$ cat src/rtl/ddr3_bm_pkg.sv
// ---------------------------------------------------------------------------
// ddr3_bm_pkg
// Shared definitions for the DDR3 burst master: FSM state encoding, the
// maximum burst length and the widths derived from it.
// Ports: none (package).
// ---------------------------------------------------------------------------
package ddr3_bm_pkg;

  typedef enum logic [1:0] {
    IDLE     = 2'd0,
    WR_BURST = 2'd1,
    RD_ISSUE = 2'd2
  } bm_state_t;

  // Longest burst a client may request, in beats.
  localparam int MAX_BURST_LEN = 64;
  // Width of cmd_len / local_size / beat counters (holds 0..MAX_BURST_LEN).
  localparam int LEN_W = $clog2(MAX_BURST_LEN + 1);
  // Width of the read-error counter.
  localparam int ERR_CNT_W = 16;

endpackage

$ cat src/rtl/ddr3_bm_len_fifo.sv
// ---------------------------------------------------------------------------
// ddr3_bm_len_fifo
// Small synchronous first-word-fall-through FIFO holding the burst length of
// every read command issued to the controller, so returning beats can be
// framed into commands (rd_last).
// Ports:
//   clk, srst        - clock and synchronous active-high reset
//   push, push_data  - write one length (ignored when full)
//   pop              - drop the head entry (ignored when empty)
//   head             - current head entry, valid while !empty
//   full, empty      - occupancy flags
// ---------------------------------------------------------------------------
module ddr3_bm_len_fifo
  import ddr3_bm_pkg::*;
#(
  parameter int DEPTH = 8,
  parameter int WIDTH = LEN_W
) (
  input  logic             clk,
  input  logic             srst,
  input  logic             push,
  input  logic [WIDTH-1:0] push_data,
  input  logic             pop,
  output logic [WIDTH-1:0] head,
  output logic             full,
  output logic             empty
);

  localparam int PTR_W = (DEPTH > 1) ? $clog2(DEPTH) : 1;
  localparam int CNT_W = $clog2(DEPTH + 1);

  logic [WIDTH-1:0] mem_reg [DEPTH];
  logic [PTR_W-1:0] wr_ptr_reg, rd_ptr_reg;
  logic [CNT_W-1:0] count_reg;
  logic             push_ok, pop_ok;

  assign full    = (count_reg == CNT_W'(DEPTH));
  assign empty   = (count_reg == '0);
  assign push_ok = push && !full;
  assign pop_ok  = pop && !empty;
  assign head    = mem_reg[rd_ptr_reg];

  // Entries are cleared on reset so a stale length can never reappear.
  for (genvar gi = 0; gi < DEPTH; gi++) begin : g_entry
    always_ff @(posedge clk) begin
      if (srst) begin
        mem_reg[gi] <= '0;
      end else if (push_ok && (wr_ptr_reg == PTR_W'(gi))) begin
        mem_reg[gi] <= push_data;
      end
    end
  end

  always_ff @(posedge clk) begin
    if (srst) begin
      wr_ptr_reg <= '0;
      rd_ptr_reg <= '0;
      count_reg  <= '0;
    end else begin
      if (push_ok) begin
        wr_ptr_reg <= (wr_ptr_reg == PTR_W'(DEPTH - 1)) ? '0 : wr_ptr_reg + 1'b1;
      end
      if (pop_ok) begin
        rd_ptr_reg <= (rd_ptr_reg == PTR_W'(DEPTH - 1)) ? '0 : rd_ptr_reg + 1'b1;
      end
      case ({push_ok, pop_ok})
        2'b10:   count_reg <= count_reg + 1'b1;
        2'b01:   count_reg <= count_reg - 1'b1;
        default: count_reg <= count_reg;
      endcase
    end
  end

endmodule

$ cat src/rtl/ddr3_burst_master.sv
// ---------------------------------------------------------------------------
// ddr3_burst_master
// Converts client burst commands into DDR3 controller local_* requests.
// Writes stream beats straight through; reads issue one request and the
// returning beats are framed with rd_last using a length FIFO. Outstanding
// read beats are bounded by MAX_RD_BEATS, outstanding commands by
// LEN_FIFO_DEPTH.
// Ports:
//   phy_clk, phy_reset                 - clock, synchronous active-high reset
//   cmd_valid/ready/write/addr/len     - client command (len 1..64, 0 = drop)
//   wr_valid/ready/data/be             - client write beats
//   rd_valid/last/data                 - client read beats
//   local_address/size/read_req/write_req/burstbegin/wdata/be - to controller
//   local_ready/init_done/rdata_valid/rdata_error/rdata       - from controller
//   err_cnt                            - read-error beat count
// Build option: define DDR3_BURST_MASTER_ERRCNT_EN to enable the saturating
// err_cnt counter; otherwise err_cnt is constant zero.
// ---------------------------------------------------------------------------
module ddr3_burst_master
  import ddr3_bm_pkg::*;
#(
  parameter int ADDR_W         = 25,
  parameter int DATA_W         = 128,
  parameter int MAX_RD_BEATS   = 128,
  parameter int LEN_FIFO_DEPTH = 8
) (
  input  logic                 phy_clk,
  input  logic                 phy_reset,
  input  logic                 cmd_valid,
  output logic                 cmd_ready,
  input  logic                 cmd_write,
  input  logic [ADDR_W-1:0]    cmd_addr,
  input  logic [LEN_W-1:0]     cmd_len,
  input  logic                 wr_valid,
  output logic                 wr_ready,
  input  logic [DATA_W-1:0]    wr_data,
  input  logic [DATA_W/8-1:0]  wr_be,
  output logic                 rd_valid,
  output logic                 rd_last,
  output logic [DATA_W-1:0]    rd_data,
  output logic [ADDR_W-1:0]    local_address,
  output logic [LEN_W-1:0]     local_size,
  output logic                 local_read_req,
  output logic                 local_write_req,
  output logic                 local_burstbegin,
  output logic [DATA_W-1:0]    local_wdata,
  output logic [DATA_W/8-1:0]  local_be,
  input  logic                 local_ready,
  input  logic                 local_init_done,
  input  logic                 local_rdata_valid,
  input  logic                 local_rdata_error,
  input  logic [DATA_W-1:0]    local_rdata,
  output logic [ERR_CNT_W-1:0] err_cnt
);

  localparam int OUT_W = $clog2(MAX_RD_BEATS + 1);

  bm_state_t         state_reg, state_next;
  logic [ADDR_W-1:0] addr_reg, addr_next;
  logic [LEN_W-1:0]  len_reg, len_next;
  logic [LEN_W-1:0]  cnt_reg, cnt_next;
  logic              first_reg, first_next;
  logic [OUT_W-1:0]  outstanding_reg;
  logic [LEN_W-1:0]  rcnt_reg;

  logic              rd_accept;
  logic              rd_room;
  logic              fifo_full, fifo_empty;
  logic [LEN_W-1:0]  fifo_head;

  assign local_address = addr_reg;
  assign local_size    = len_reg;
  assign rd_accept     = (state_reg == RD_ISSUE) && local_ready;
  assign rd_room       = (32'(outstanding_reg) + 32'(cmd_len)) <= 32'(MAX_RD_BEATS);

  // Beats with no command waiting for them are dropped, never forwarded.
  assign rd_valid = local_rdata_valid && !fifo_empty;
  assign rd_data  = local_rdata;
  assign rd_last  = rd_valid && ((rcnt_reg + LEN_W'(1)) == fifo_head);

  ddr3_bm_len_fifo #(
    .DEPTH (LEN_FIFO_DEPTH),
    .WIDTH (LEN_W)
  ) u_len_fifo (
    .clk       (phy_clk),
    .srst      (phy_reset),
    .push      (rd_accept),
    .push_data (len_reg),
    .pop       (rd_last),
    .head      (fifo_head),
    .full      (fifo_full),
    .empty     (fifo_empty)
  );

  always_ff @(posedge phy_clk) begin
    if (phy_reset) begin
      state_reg <= IDLE;
    end else begin
      state_reg <= state_next;
    end
  end

  always_comb begin
    state_next       = state_reg;
    addr_next        = addr_reg;
    len_next         = len_reg;
    cnt_next         = cnt_reg;
    first_next       = first_reg;
    cmd_ready        = 1'b0;
    wr_ready         = 1'b0;
    local_read_req   = 1'b0;
    local_write_req  = 1'b0;
    local_burstbegin = 1'b0;
    local_wdata      = '0;
    local_be         = '0;

    case (state_reg)
      IDLE: begin
        // Writes are never throttled here; reads need beat and FIFO room.
        cmd_ready = !phy_reset && local_init_done &&
                    (cmd_write || (rd_room && !fifo_full));
        if (cmd_valid && cmd_ready && (cmd_len != '0)) begin
          addr_next = cmd_addr;
          len_next  = cmd_len;
          if (cmd_write) begin
            state_next = WR_BURST;
            cnt_next   = cmd_len;
            first_next = 1'b1;
          end else begin
            state_next = RD_ISSUE;
          end
        end
      end

      WR_BURST: begin
        local_write_req  = wr_valid;
        local_wdata      = wr_data;
        local_be         = wr_be;
        wr_ready         = local_ready;
        local_burstbegin = wr_valid && first_reg;
        if (wr_valid && local_ready) begin
          cnt_next   = cnt_reg - LEN_W'(1);
          first_next = 1'b0;
          if (cnt_reg == LEN_W'(1)) begin
            state_next = IDLE;
          end
        end
      end

      RD_ISSUE: begin
        local_read_req   = 1'b1;
        local_burstbegin = 1'b1;
        if (local_ready) begin
          state_next = IDLE;
        end
      end

      default: state_next = IDLE;
    endcase
  end

  always_ff @(posedge phy_clk) begin
    if (phy_reset) begin
      addr_reg        <= '0;
      len_reg         <= '0;
      cnt_reg         <= '0;
      first_reg       <= 1'b0;
      outstanding_reg <= '0;
      rcnt_reg        <= '0;
    end else begin
      addr_reg  <= addr_next;
      len_reg   <= len_next;
      cnt_reg   <= cnt_next;
      first_reg <= first_next;
      // Issue and return may coincide; both adjustments apply together.
      outstanding_reg <= outstanding_reg
                         + (rd_accept ? OUT_W'(len_reg) : '0)
                         - (rd_valid ? OUT_W'(1) : '0);
      if (rd_last) begin
        rcnt_reg <= '0;
      end else if (rd_valid) begin
        rcnt_reg <= rcnt_reg + LEN_W'(1);
      end
    end
  end

`ifdef DDR3_BURST_MASTER_ERRCNT_EN
  logic [ERR_CNT_W-1:0] err_cnt_reg;

  always_ff @(posedge phy_clk) begin
    if (phy_reset) begin
      err_cnt_reg <= '0;
    end else if (local_rdata_valid && local_rdata_error && (err_cnt_reg != '1)) begin
      err_cnt_reg <= err_cnt_reg + 1'b1;
    end
  end

  assign err_cnt = err_cnt_reg;
`else
  logic unused_rdata_error;
  assign unused_rdata_error = local_rdata_error;
  assign err_cnt = '0;
`endif

endmodule

$ cat config.mk
export PLATFORM = sky130hd
export DESIGN_NAME = ddr3_burst_master
export DESIGN_NICKNAME = d
export VERILOG_FILES = /design/src/rtl/ddr3_bm_pkg.sv /design/src/rtl/ddr3_bm_len_fifo.sv /design/src/rtl/ddr3_burst_master.sv
export SDC_FILE = /design/constraint.sdc
export NUM_CORES = 1
export LEC_CHECK = 0
export CAP_MARGIN = 20
export CORE_AREA = 2 2 251 253
export CTS_BUF_LIST = sky130_fd_sc_hd__clkbuf_8
export CTS_CLUSTER_DIAMETER = 80
export DETAILED_ROUTE_END_ITERATION = 10
export DIE_AREA = 0 0 253 255
export GPL_ROUTABILITY_DRIVEN = 0
export SLEW_MARGIN = 5
export SYNTH_ARGS = -nofsm -noshare
export SYNTH_HDL_FRONTEND = slang
export SYNTH_SLANG_ARGS = --single-unit
export TNS_END_PERCENT = 50
$ cat constraint.sdc
create_clock -name phy_clk -period 5.6 [get_ports phy_clk]
set_clock_uncertainty 0.15 [all_clocks]
set_input_delay 0.56 -clock phy_clk [delete_from_list [all_inputs] [get_ports phy_clk]]
set_output_delay 0.56 -clock phy_clk [all_outputs]
set_load 0.05 [all_outputs]
Yosys cells after proc, flatten, opt, wreduce, memory -nomap -nowiden

Memory sizes are Yosys's and may differ from the RTL's. A register that Yosys moved wholly into a read port is not among the register bits.
Cells that the tools add are included.
Widths: inputs -> output; s select.

Flip-flop bits (word level): 67
Bits in writable memories: 56
Logic and storage cells: 145
Memories: 1

$add $sub $neg: 9
Magnitude comparators: 1
Equality and inequality tests: 20
Mux-type cells: 62
Bitwise gates (word level): 8
Reductions and logical operators: 34

Memories:

| name               | words | bits a word | read ports | clocked after memory_dff | wr ports | line                   | RTL |
|---|---|---|---|---|---|---|---|
| u_len_fifo.mem_reg | 8     | 7           | 1          | 1                        | 8        | ddr3_bm_len_fifo.sv:32 | `logic [WIDTH-1:0] mem_reg [DEPTH];` |

Operator list:

| operator            | count |
|---|---|
| $mux 128            | 1 |
| $mux 7              | 12 |
| $mux 1              | 34 |
| $logic_and 1x1->1   | 20 |
| $mux 16             | 1 |
| $eq 3x3->1 const B  | 5 |
| $pmux 7 s2          | 1 |
| $mux 3              | 4 |
| $mux 2              | 5 |
| $ne 2x2->1 const B  | 5 |
| $add 8x7->9         | 1 |
| $le 9x8->1 const B  | 1 |
| $add 8x7->8         | 1 |
| $or 1x1->1          | 8 |
| $pmux 4 s2          | 1 |
| $reduce_and 4->1    | 2 |
| $sub 8x1->8         | 1 |
| $add 7x1->7 const B | 1 |
| $eq 7x1->1 const B  | 1 |
| $eq 7x7->1          | 1 |
| $reduce_bool 7->1   | 1 |
| $sub 7x1->7 const B | 1 |
| $add 3x1->3 const B | 2 |
| $eq 3x2->1 const B  | 2 |
| other kinds (16)    | 22 |

Logic depth before layout (Yosys ltp)

Gate-level depths: netlist (run 1).

Depth after elaboration: 9
Depth in mapped cells: 17
Gate-level depth less buffers: 16

Hierarchy

From an unflattened synthesis (run 1), not the netlist that was laid out.

Cells, all modules: 1060
Area, all modules: 9191.3 um^2

By module, submodules not included:

| module            | times used | cells an instance | area each (um^2) | seq. area each (um^2) |
|---|---|---|---|---|
| ddr3_burst_master | 1          | 816               | 5973.2           | 1141.1 |
| ddr3_bm_len_fifo  | 1          | 244               | 3218.1           | 1941.9 |

Worst setup path after synthesis (run 1)

No wires, ideal clock.

Path type: register to output
From: register (tool-made name)
To: output port rd_last
Arrival: 4.352 ns
Required time: 4.890 ns
Setup slack: 0.538 ns
Cell stages (with the launch flop): 7
Path buffers: 1
Cell sequence: dfxtp_1 > clkbuf_1 > mux4_2 > mux2_4 > or3_1 > a41o_1 > a2111oi_0

RTL lines:

| what      | line                    | RTL |
|---|---|---|
| to (decl) | ddr3_burst_master.sv:39 | `output logic rd_last,` |

Worst setup path in the final report (run 1)

From: input port cmd_len[0]
To: output port cmd_ready

Longest elaborated chain between the ends: 6

Ends and longest elaborated chain:

| what              | line                     | RTL |
|---|---|---|
| from (decl)       | ddr3_burst_master.sv:33  | `input logic [LEN_W-1:0] cmd_len,` |
| $add 8x7->9       | ddr3_burst_master.sv:74  | `assign rd_room = (32'(outstanding_reg) + 32'(cmd_len)) <= 32'(MAX_RD_BEATS);` |
| $le 9x8->1        | ddr3_burst_master.sv:74  |  |
| $logic_and 1x1->1 | ddr3_burst_master.sv:121 | `(cmd_write \|\| (rd_room && !fifo_full));` |
| $logic_or 1x1->1  | ddr3_burst_master.sv:121 |  |
| $logic_and 1x1->1 | ddr3_burst_master.sv:120 | `cmd_ready = !phy_reset && local_init_done &&` |
| $mux 1            | ddr3_burst_master.sv:117 | `case (state_reg)` |
| to (decl)         | ddr3_burst_master.sv:30  | `output logic cmd_ready,` |

No other way between the ends.

==> run_results.csv, run 1 <==
group,metric,value,unit
power,pwr_density_cell,219,nW/um^2
power,pwr-share-comb,0.301,
power,p_switching,0.929,mW
final_layout,synthToLayoutAreaGrowth,46.8,%
detailed_routing,routed_wl,43500,um
synth,async_reset_ff_frac,0,
sta,relSlewSlack,0.311,
sta,layout_min_cycle_time,4.81,ns
synth,yosys-top-cells-area,"edfxtp_1, dfxtp_1, buf_4",
critical_path,critPathCaptureType,"output pin",
worst_hold_path,hold_path.class,"flip-flop to flip-flop",
detailed_routing,detail-route-antenna-nets,0,
critical_path,cp_num_buf_inv,2,
critical_path,cp-start-kind,"input port",
die,die-height,255,um
die,die_w,253,um
die,die_area,64500,sq um
clock_tree,root_buffer,"clkbuf_8",
synth,postSynthCellCount,918,
detailed_routing,wl_per_cell,22.2,um
sta,post-route-period-util,0.860,
final_layout,multi_input_area,4120,sq um
clock_tree,clock_path_buffers,2,
clock_tree,cts_tree,"done",
synth,seq_area_frac_synth,0.362,
detailed_routing,firstDrtPassIters,7,
detailed_routing,drt_iter0_markers,430,
global_route,gr-usage-met3,0.0723,
synth,synth_area_leader_cell,"edfxtp_1",
final_layout,fillCellCount,6824,
detailed_routing,vias,7408,
global_route,antenna_found_initial,14,
sta,rsz0062_at_grt,"false",
power,clkPwrFrac,0.318,
die,core-area,62200,sq um
global_route,grt.met2_usage,0.235,
clock_tree,numCtsBuffers,17,
global_route,grt-ovfl-total,0,
global_route,grt_first_pass_wirelength,59200,um
final_layout,nNetsFinal,1495,
final_layout,design_area,12500,sq um
power,p_int,1.81,mW
place,place_inst,1920,
final_layout,final_util,0.201,
die,initial_core_util,0.137,
run_status,status,"finished clean",
clock_tree,cts_hold_repair.buffers,0,
critical_path,crit_family,"buffers and inverters",
synth,ys_types,54,
sta,slew_viol_final,0,
detailed_routing,via_per_inst,3.79,
final_layout,most-common-layout-cells,"clkdlybuf4s50_1, and2_1, dfxtp_1",
critical_path,path_cells,"clkdlybuf4s50_1, ha_1, fa_1, a211oi_1, nor2_1, or4_1, a311o_1, a21oi_1, and3_1, clkdlybuf4s50_1",
detailed_routing,drc_errors,0,
critical_path,cp_max_fo,5,
power,p_sw_frac,0.339,
clock_tree,cts_setup_buffers,0,
final_layout,final_common_cell,"clkdlybuf4s50_1",
global_route,grt_max_degree,85,
final_layout,layout-drive-gt1-share,0.0589,
critical_path,path_common_cell,"clkdlybuf4s50_1",
synth,yosys_warnings,0,
clock_tree,cts.htree.levels,4,
final_layout,ff_latch_area,3080,sq um
global_route,grtUsageMet1,0.144,
synth,synth_top_area_share,0.197,
clock_tree,path_clk_slew,0.09,ns
die,num_rows,92,
power,power,2.74,mW
power,seqPwrFrac,0.381,
final_layout,instances_no_fill,1955,
sta,finalHoldViolCount,0,
synth,synth-edff-count,56,
synth,ys_seq_elements,126,
clock_tree,cts.sinks,126,
clock_tree,clk_latency,0.44,ns
sta,fmax,208,MHz
place,io_buffers,366,
job,drv_cap,0,
final_layout,largest_register_ffs,56,
synth,syn_area,8530,sq um
critical_path,arrival,4.10,ns
sta,worstMarginPinSlew,1.03,ns
critical_path,crit_required,4.89,ns
global_route,grt_use_total,0.133,
critical_path,critPathSlowestCell,"clkdlybuf4s50_1",
global_route,busiest_layer,"met2",
global_route,grt_pass1_vias,7657,
sta,setup_viol,0,
die,io_pins,640,
clock_tree,post_cts_resize_count,0,
power,peakVddDrop,0.000123,V
synth,syn_avg_cell_area,9.29,sq um
synth,ys.flop_type,"dfxtp_1",
critical_path,cpPeakStageDelay,0.82,ns
critical_path,path_class,"input port to output pin",
place,post_dp_cell_area,12100,sq um
power,leakage,4.64,nW
sta,finalSetupTns,0,ns
place,dpl.hpwl,36700,um
through the flow:
stage | setup slack, ns | hold WS, ns
6_report | 0.786 | 0.339
5_1_grt | 0.611 | 0.366
4_1_cts | 0.803 | 0.338
3_5_place_dp | 0.823 | 0.332
3_3_place_gp | 0.782 | 0.326
2_1_floorplan | 0.538 | 0.314
logic make-up after synthesis:
group / synth area share
AOI/OAI and AO/OA: 0.0612
xor gates and xnor gates: 0.0226
adders and majority gates: 0.0628
buffers and inverters: 0.165
DFF: 0.362
muxes: 0.0915
other: 0.000440
and+or+nand+nor: 0.235
layer usage:
layer	wire, um	vias up	share of wire
met5	66	-	0.0015
met2	21600	428	0.50
met4	340	2	0.0078
li1	-	3359	-
met1	16500	3579	0.38
met3	5000	40	0.11
cells in the mapped netlist, types with 3 or more instances:
library cell  number
o21ai_0           18
or3_1              6
nand2_1           39
ha_1              38
xor2_1             9
buf_2              5
a21oi_1           27
nand3_1            7
clkbuf_1          33
fa_1               3
and3_1            43
nor2_1            65
nor2b_1            5
a21o_1             5
a22oi_1            3
nand2b_1           6
mux2i_1           42
dfxtp_1           70
and2_1           168
xnor2_1           13
buf_4            144
a211oi_1           7
nor3_1             7
nor2_2             6
inv_1             41
nor4_1             3
edfxtp_1          56
nand3b_1           5
mux4_2            12
cell type report:
type                    count  area share
well taps                 799      0.0799
repair buffers            374       0.298
clock inverters            14      0.0142
flip-flops and latches    126       0.246
multi-input cells         581       0.329
diodes                      2    0.000400
inverters                  41      0.0123
clock buffers              18      0.0198
final timing paths:
kind / from / endpoint / slack (ns) / cells past startpoint
max: cmd_len[0] / cmd_ready / 0.79 / 10
max reg2reg: flip-flop / u_len_fifo.count_reg[3] / 1.26 / 12
min: u_len_fifo.rd_ptr_reg[1] / flip-flop / 0.34 / 2
min reg2reg: u_len_fifo.rd_ptr_reg[1] / flip-flop / 0.34 / 2
worst min-delay path: cells and delay by family, from the launching register on:
kind	cells	cell delay [ns]
and+or+nand+nor	1	0.07
AOI/OAI and AO/OA	1	0.07
DFF	1	0.32
power groups by stage:
stage               logic (mW)  registers (mW)  clock network (mW)
finish                   0.825            1.04               0.872
global route             0.886            1.05               0.937
CTS                      0.828            1.04               0.893
detailed placement       0.822            1.06                   0
global placement         0.808            1.06                   0
floorplan                0.698            1.09                   0
No activity file was read; power rests on OpenSTA's default activity.
==> run 2, diff against run 1 <==
CAP_MARGIN = 40   (was 20)
SETUP_SLACK_MARGIN = 0.05   (was unset)
==> run 2 against run 1 <==
Worst setup slack got worse by 0.024 ns. Total power fell by 0.83%. Final cell count rose by 0.20%. Critical path type unchanged. Critical endpoint unchanged. Combinational power barely moved. Clock power fell by 2.9%. Largest power group unchanged. Non-clock buffer count rose by 2. Fmax fell by 0.50%.
==> run_results.csv, run 2 (same netlist as run 1, synthesis figures left out) <==
group,metric,value,unit
detailed_routing,vias,7434,
critical_path,path_class,"input port to output pin",
global_route,grt_first_pass_wirelength,59200,um
clock_tree,numCtsBuffers,17,
clock_tree,clock_path_buffers,2,
detailed_routing,drt_iter0_markers,405,
power,leakage,4.65,nW
worst_hold_path,whs_path_depth,2,
die,io_pins,640,
clock_tree,cts_tree,"done",
place,place_ws,0.793,ns
critical_path,cp-start-kind,"input port",
clock_tree,root_buffer,"clkbuf_8",
clock_tree,cts.htree.levels,4,
sta,relSlewSlack,0.410,
worst_hold_path,min-delay-start,"u_len_fifo.rd_ptr_reg[1]",
global_route,grt_max_degree,85,
final_layout,fillCellCount,6827,
sta,layout_min_cycle_time,4.84,ns
final_layout,layout-drive-gt1-share,0.0597,
sta,post-route-period-util,0.864,
clock_tree,path_clk_slew,0.09,ns
final_layout,final_common_cell,"clkdlybuf4s50_1",
final_layout,design_area,12500,sq um
die,initial_core_util,0.137,
power,peakVddDrop,0.000138,V
place,io_buffers,366,
final_layout,final_util,0.202,
place,place_inst,1923,
critical_path,crit_required,4.89,ns
critical_path,rrSetupSlack,1.26,ns
sta,finalHoldViolCount,0,
detailed_routing,routed_wl,43600,um
power,power,2.72,mW
global_route,grt-ovfl-total,0,
die,core-area,62200,sq um
clock_tree,cts_setup_buffers,0,
detailed_routing,firstDrtPassIters,5,
detailed_routing,detail-route-antenna-nets,0,
sta,finalSetupTns,0,ns
final_layout,synthToLayoutAreaGrowth,47.0,%
die,die-height,255,um
die,die_area,64500,sq um
critical_path,cp_max_fo,5,
sta,layout_setup_ws,0.762,ns
global_route,grt_pass1_vias,7616,
final_layout,instances_no_fill,1959,
detailed_routing,via_per_inst,3.79,
critical_path,ff2ff_path_depth,12,
clock_tree,clk_latency,0.45,ns
sta,whs,0.332,ns
critical_path,arrival,4.13,ns
detailed_routing,wl_per_cell,22.2,um
run_status,status,"finished clean",
place,dpl.hpwl,36800,um
job,drv_cap,0,
sta,fmax,207,MHz
detailed_routing,drc_errors,0,
place,post_dp_cell_area,12100,sq um
clock_tree,cts_hold_repair.buffers,0,
final_layout,largest_register_ffs,56,
final_layout,most-common-layout-cells,"clkdlybuf4s50_1, and2_1, dfxtp_1",
power,pwr_density_cell,217,nW/um^2
sta,setup_viol,0,
clock_tree,cts.sinks,126,
worst_hold_path,hold_path.class,"flip-flop to flip-flop",
critical_path,timing.rr.end,"u_len_fifo.count_reg[3]",
final_layout,nNetsFinal,1497,
critical_path,critPathCaptureType,"output pin",
global_route,antenna_found_initial,19,
sta,slew_viol_final,0,
die,num_rows,92,
clock_tree,post_cts_resize_count,0,
sta,worstMarginPinSlew,0.882,ns
sta,rsz0062_at_grt,"false",
global_route,grt_use_total,0.133,
die,die_w,253,um
==> run 2: changes by cell type in the layout (fill, tap and decap cells not counted) <==
cell and delta:
inv_1 +1, inv_6 -4, clkinv_2 +2, buf_8 +1, clkinv_4 +2, inv_4 -1, buf_6 +1, diode_2 +2
==> run 2: worst max-delay path by stage <==
stage                          start   endpoint  slack, ns
final                     cmd_len[0]  cmd_ready       0.76
after global routing      cmd_len[0]  cmd_ready       0.61
after CTS                 cmd_len[0]  cmd_ready       0.78
after detailed placement  cmd_len[0]  cmd_ready       0.79
after global placement    cmd_len[0]  cmd_ready       0.78
after floorplan            flip-flop    rd_last       0.54
==> run 2: final cells by class <==
| type | instances | area [sq um] | area share |
|---|---|---|---|
| Multi-Input combinational cell | 581 | 4120 | 0.329 |
| Sequential cell | 126 | 3080 | 0.246 |
| Antenna cell | 4 | 10.0 | 0.000798 |
| Clock buffer | 18 | 248 | 0.0198 |
| Tap cell | 799 | 1000 | 0.0797 |
| Inverter | 41 | 154 | 0.0123 |
| Timing Repair Buffer | 376 | 3750 | 0.300 |
| Clock inverter | 14 | 168 | 0.0134 |
==> run 2: worst max-delay path, cell delays in order <==
cell and delay (ns):
clkdlybuf4s50_1 0.55, ha_1 0.30, fa_1 0.42, a211oi_1 0.23
nor2_1 0.07, or4_1 0.48, a311o_1 0.34, a21oi_1 0.16
and3_1 0.20, clkdlybuf4s50_1 0.82
==> run 2: power breakdown <==
part	internal (mW)	total [mW]	leakage, nW	switching (mW)
sequential	1.00	1.04	1.15	0.0398
combinational	0.344	0.825	3.29	0.481
clock	0.453	0.847	0.218	0.394
==> run 2: layer usage <==
layer / vias to the layer above / global-route usage / part of all wire
li1: 3360 / - / -
met1: 3601 / 0.142 / 0.37
met2: 435 / 0.233 / 0.50
met3: 36 / 0.0726 / 0.12
met4: 2 / 0.0213 / 0.0089
met5: - / 0.00752 / 0.0015
==> run 3, diff against run 2 <==
==> constraint.sdc (replaced) <==
create_clock -name phy_clk -period 5.6 [get_ports phy_clk]
set_clock_uncertainty 0.15 [all_clocks]
set_input_delay 1.12 -clock phy_clk [delete_from_list [all_inputs] [get_ports phy_clk]]
set_output_delay 1.12 -clock phy_clk [all_outputs]
set_load 0.05 [all_outputs]
==> run 3 against run 2 <==
Sequential share of layout area hardly changed. First-iteration DRC count up 12%. Final area increased by 0.17%. Core utilization about the same. Fmax is 7.9% lower. Worst setup slack worse by 0.42 ns. Total power barely moved. Routed wire length shrank 12%. Register-to-register slack worse by 0.09 ns. Clock power up 1%. Largest cell class unchanged.
==> run_results.csv, run 3 (same netlist as run 1, synthesis figures left out) <==
group,metric,value,unit
run_status,status,"finished clean",
power,power,2.72,mW
global_route,grt-ovfl-total,0,
die,core-area,62200,sq um
clock_tree,post_cts_resize_count,0,
power,p_sw_frac,0.350,
place,io_buffers,366,
detailed_routing,detail-route-antenna-nets,0,
die,num_rows,92,
clock_tree,clk_latency,0.46,ns
detailed_routing,drc_errors,0,
global_route,grt_pass1_vias,7693,
clock_tree,numCtsBuffers,17,
place,post_dp_cell_area,12100,sq um
global_route,grt_use_total,0.118,
sta,slew_viol_final,0,
critical_path,crit_required,4.33,ns
clock_tree,cts_tree,"done",
die,die_area,64500,sq um
critical_path,arrival,3.99,ns
sta,post-route-period-util,0.938,
clock_tree,cts_setup_buffers,0,
power,p_int,1.77,mW
power,leakage,4.67,nW
power,peakVddDrop,0.000118,V
sta,whs,0.345,ns
die,die-height,255,um
power,p_switching,0.951,mW
sta,relSlewSlack,0.391,
critical_path,path_class,"input port to output pin",
sta,finalHoldViolCount,0,
sta,layout_min_cycle_time,5.26,ns
final_layout,final_common_cell,"clkdlybuf4s50_1",
detailed_routing,drt_iter0_markers,453,
job,drv_cap,0,
power,pwr-share-comb,0.300,
worst_hold_path,hold_path.class,"flip-flop to flip-flop",
clock_tree,path_clk_slew,0.08,ns
clock_tree,cts_hold_repair.buffers,0,
place,place_inst,1928,
power,pwr_density_cell,216,nW/um^2
sta,setup_viol,0,
clock_tree,clock_path_buffers,2,
global_route,grt_max_degree,85,
final_layout,most-common-layout-cells,"clkdlybuf4s50_1, and2_1, dfxtp_1",
critical_path,critPathCaptureType,"output pin",
final_layout,design_area,12600,sq um
power,seqPwrFrac,0.384,
detailed_routing,wl_per_cell,19.5,um
final_layout,final_util,0.202,
sta,layout_setup_ws,0.345,ns
detailed_routing,firstDrtPassIters,4,
detailed_routing,routed_wl,38200,um
sta,fmax,190,MHz
critical_path,rrSetupSlack,1.17,ns
power,clkPwrFrac,0.316,
clock_tree,cts.sinks,126,
critical_path,cp-start-kind,"input port",
die,io_pins,640,
detailed_routing,vias,7292,
final_layout,nNetsFinal,1502,
final_layout,synthToLayoutAreaGrowth,47.3,%
critical_path,cp_max_fo,3,
final_layout,layout-drive-gt1-share,0.0637,
sta,rsz0062_at_grt,"false",
global_route,antenna_found_initial,4,
final_layout,largest_register_ffs,56,
die,die_w,253,um
place,dpl.hpwl,31400,um
final_layout,instances_no_fill,1962,
die,initial_core_util,0.137,
global_route,grt_first_pass_wirelength,54400,um
sta,worstMarginPinSlew,0.907,ns
clock_tree,root_buffer,"clkbuf_8",
place,place_ws,0.356,ns
detailed_routing,via_per_inst,3.72,
clock_tree,cts.htree.levels,4,
sta,finalSetupTns,0,ns
-- run 3: cell count changes in the layout (fill, tap and decap cells not counted), sizes merged --
cell,change
clkdlybuf4s50,-1
clkbuf,-1
diode,-2
buf,+6
inv,+6
clkinvlp,+1
bufinv,-1
clkinv,-5
-- run 3: critical path, cell delays in order --
cell and delay [ns]:
clkdlybuf4s50_1 0.45, ha_1 0.25, fa_1 0.42, a211oi_1 0.23, nor2_1 0.06, or4_1 0.48
a311o_1 0.34, a21oi_1 0.15, and3_1 0.29, buf_12 0.17
-- run 3: power groups by stage --
stage               sequential [mW]  clock (mW)  combinational (mW)
floorplan                      1.09           0               0.698
global placement               1.06           0               0.797
detailed placement             1.06           0               0.815
CTS                            1.04       0.897               0.821
global route                   1.05       0.935               0.881
finish                         1.04       0.858               0.815
-- run 3: final cells by class --
class	count	area, sq um
multi-input cells	581	4120
diodes	2	5.00
fillers	6829	49600
clock inverters	15	175
flip-flops and latches	126	3080
repair buffers	381	3790
well taps	799	1000
clock buffers	17	234
inverters	41	154
-- run 3: layer usage --
metal	up-vias	global-route usage	wire length, um
li1	3385	-	-
met1	3476	0.130	14900
met2	407	0.194	18200
met3	22	0.0718	4790
met4	2	0.0189	259
met5	-	0.00977	89
-- run 3: final timing paths --
path	end	from	depth (start not counted)
hold / removal	rcnt_reg[1]	rcnt_reg[1]	2
setup reg to reg	u_len_fifo.count_reg[3]	flip-flop	13
hold reg to reg	rcnt_reg[1]	rcnt_reg[1]	2
setup / recovery	cmd_ready	cmd_len[0]	10
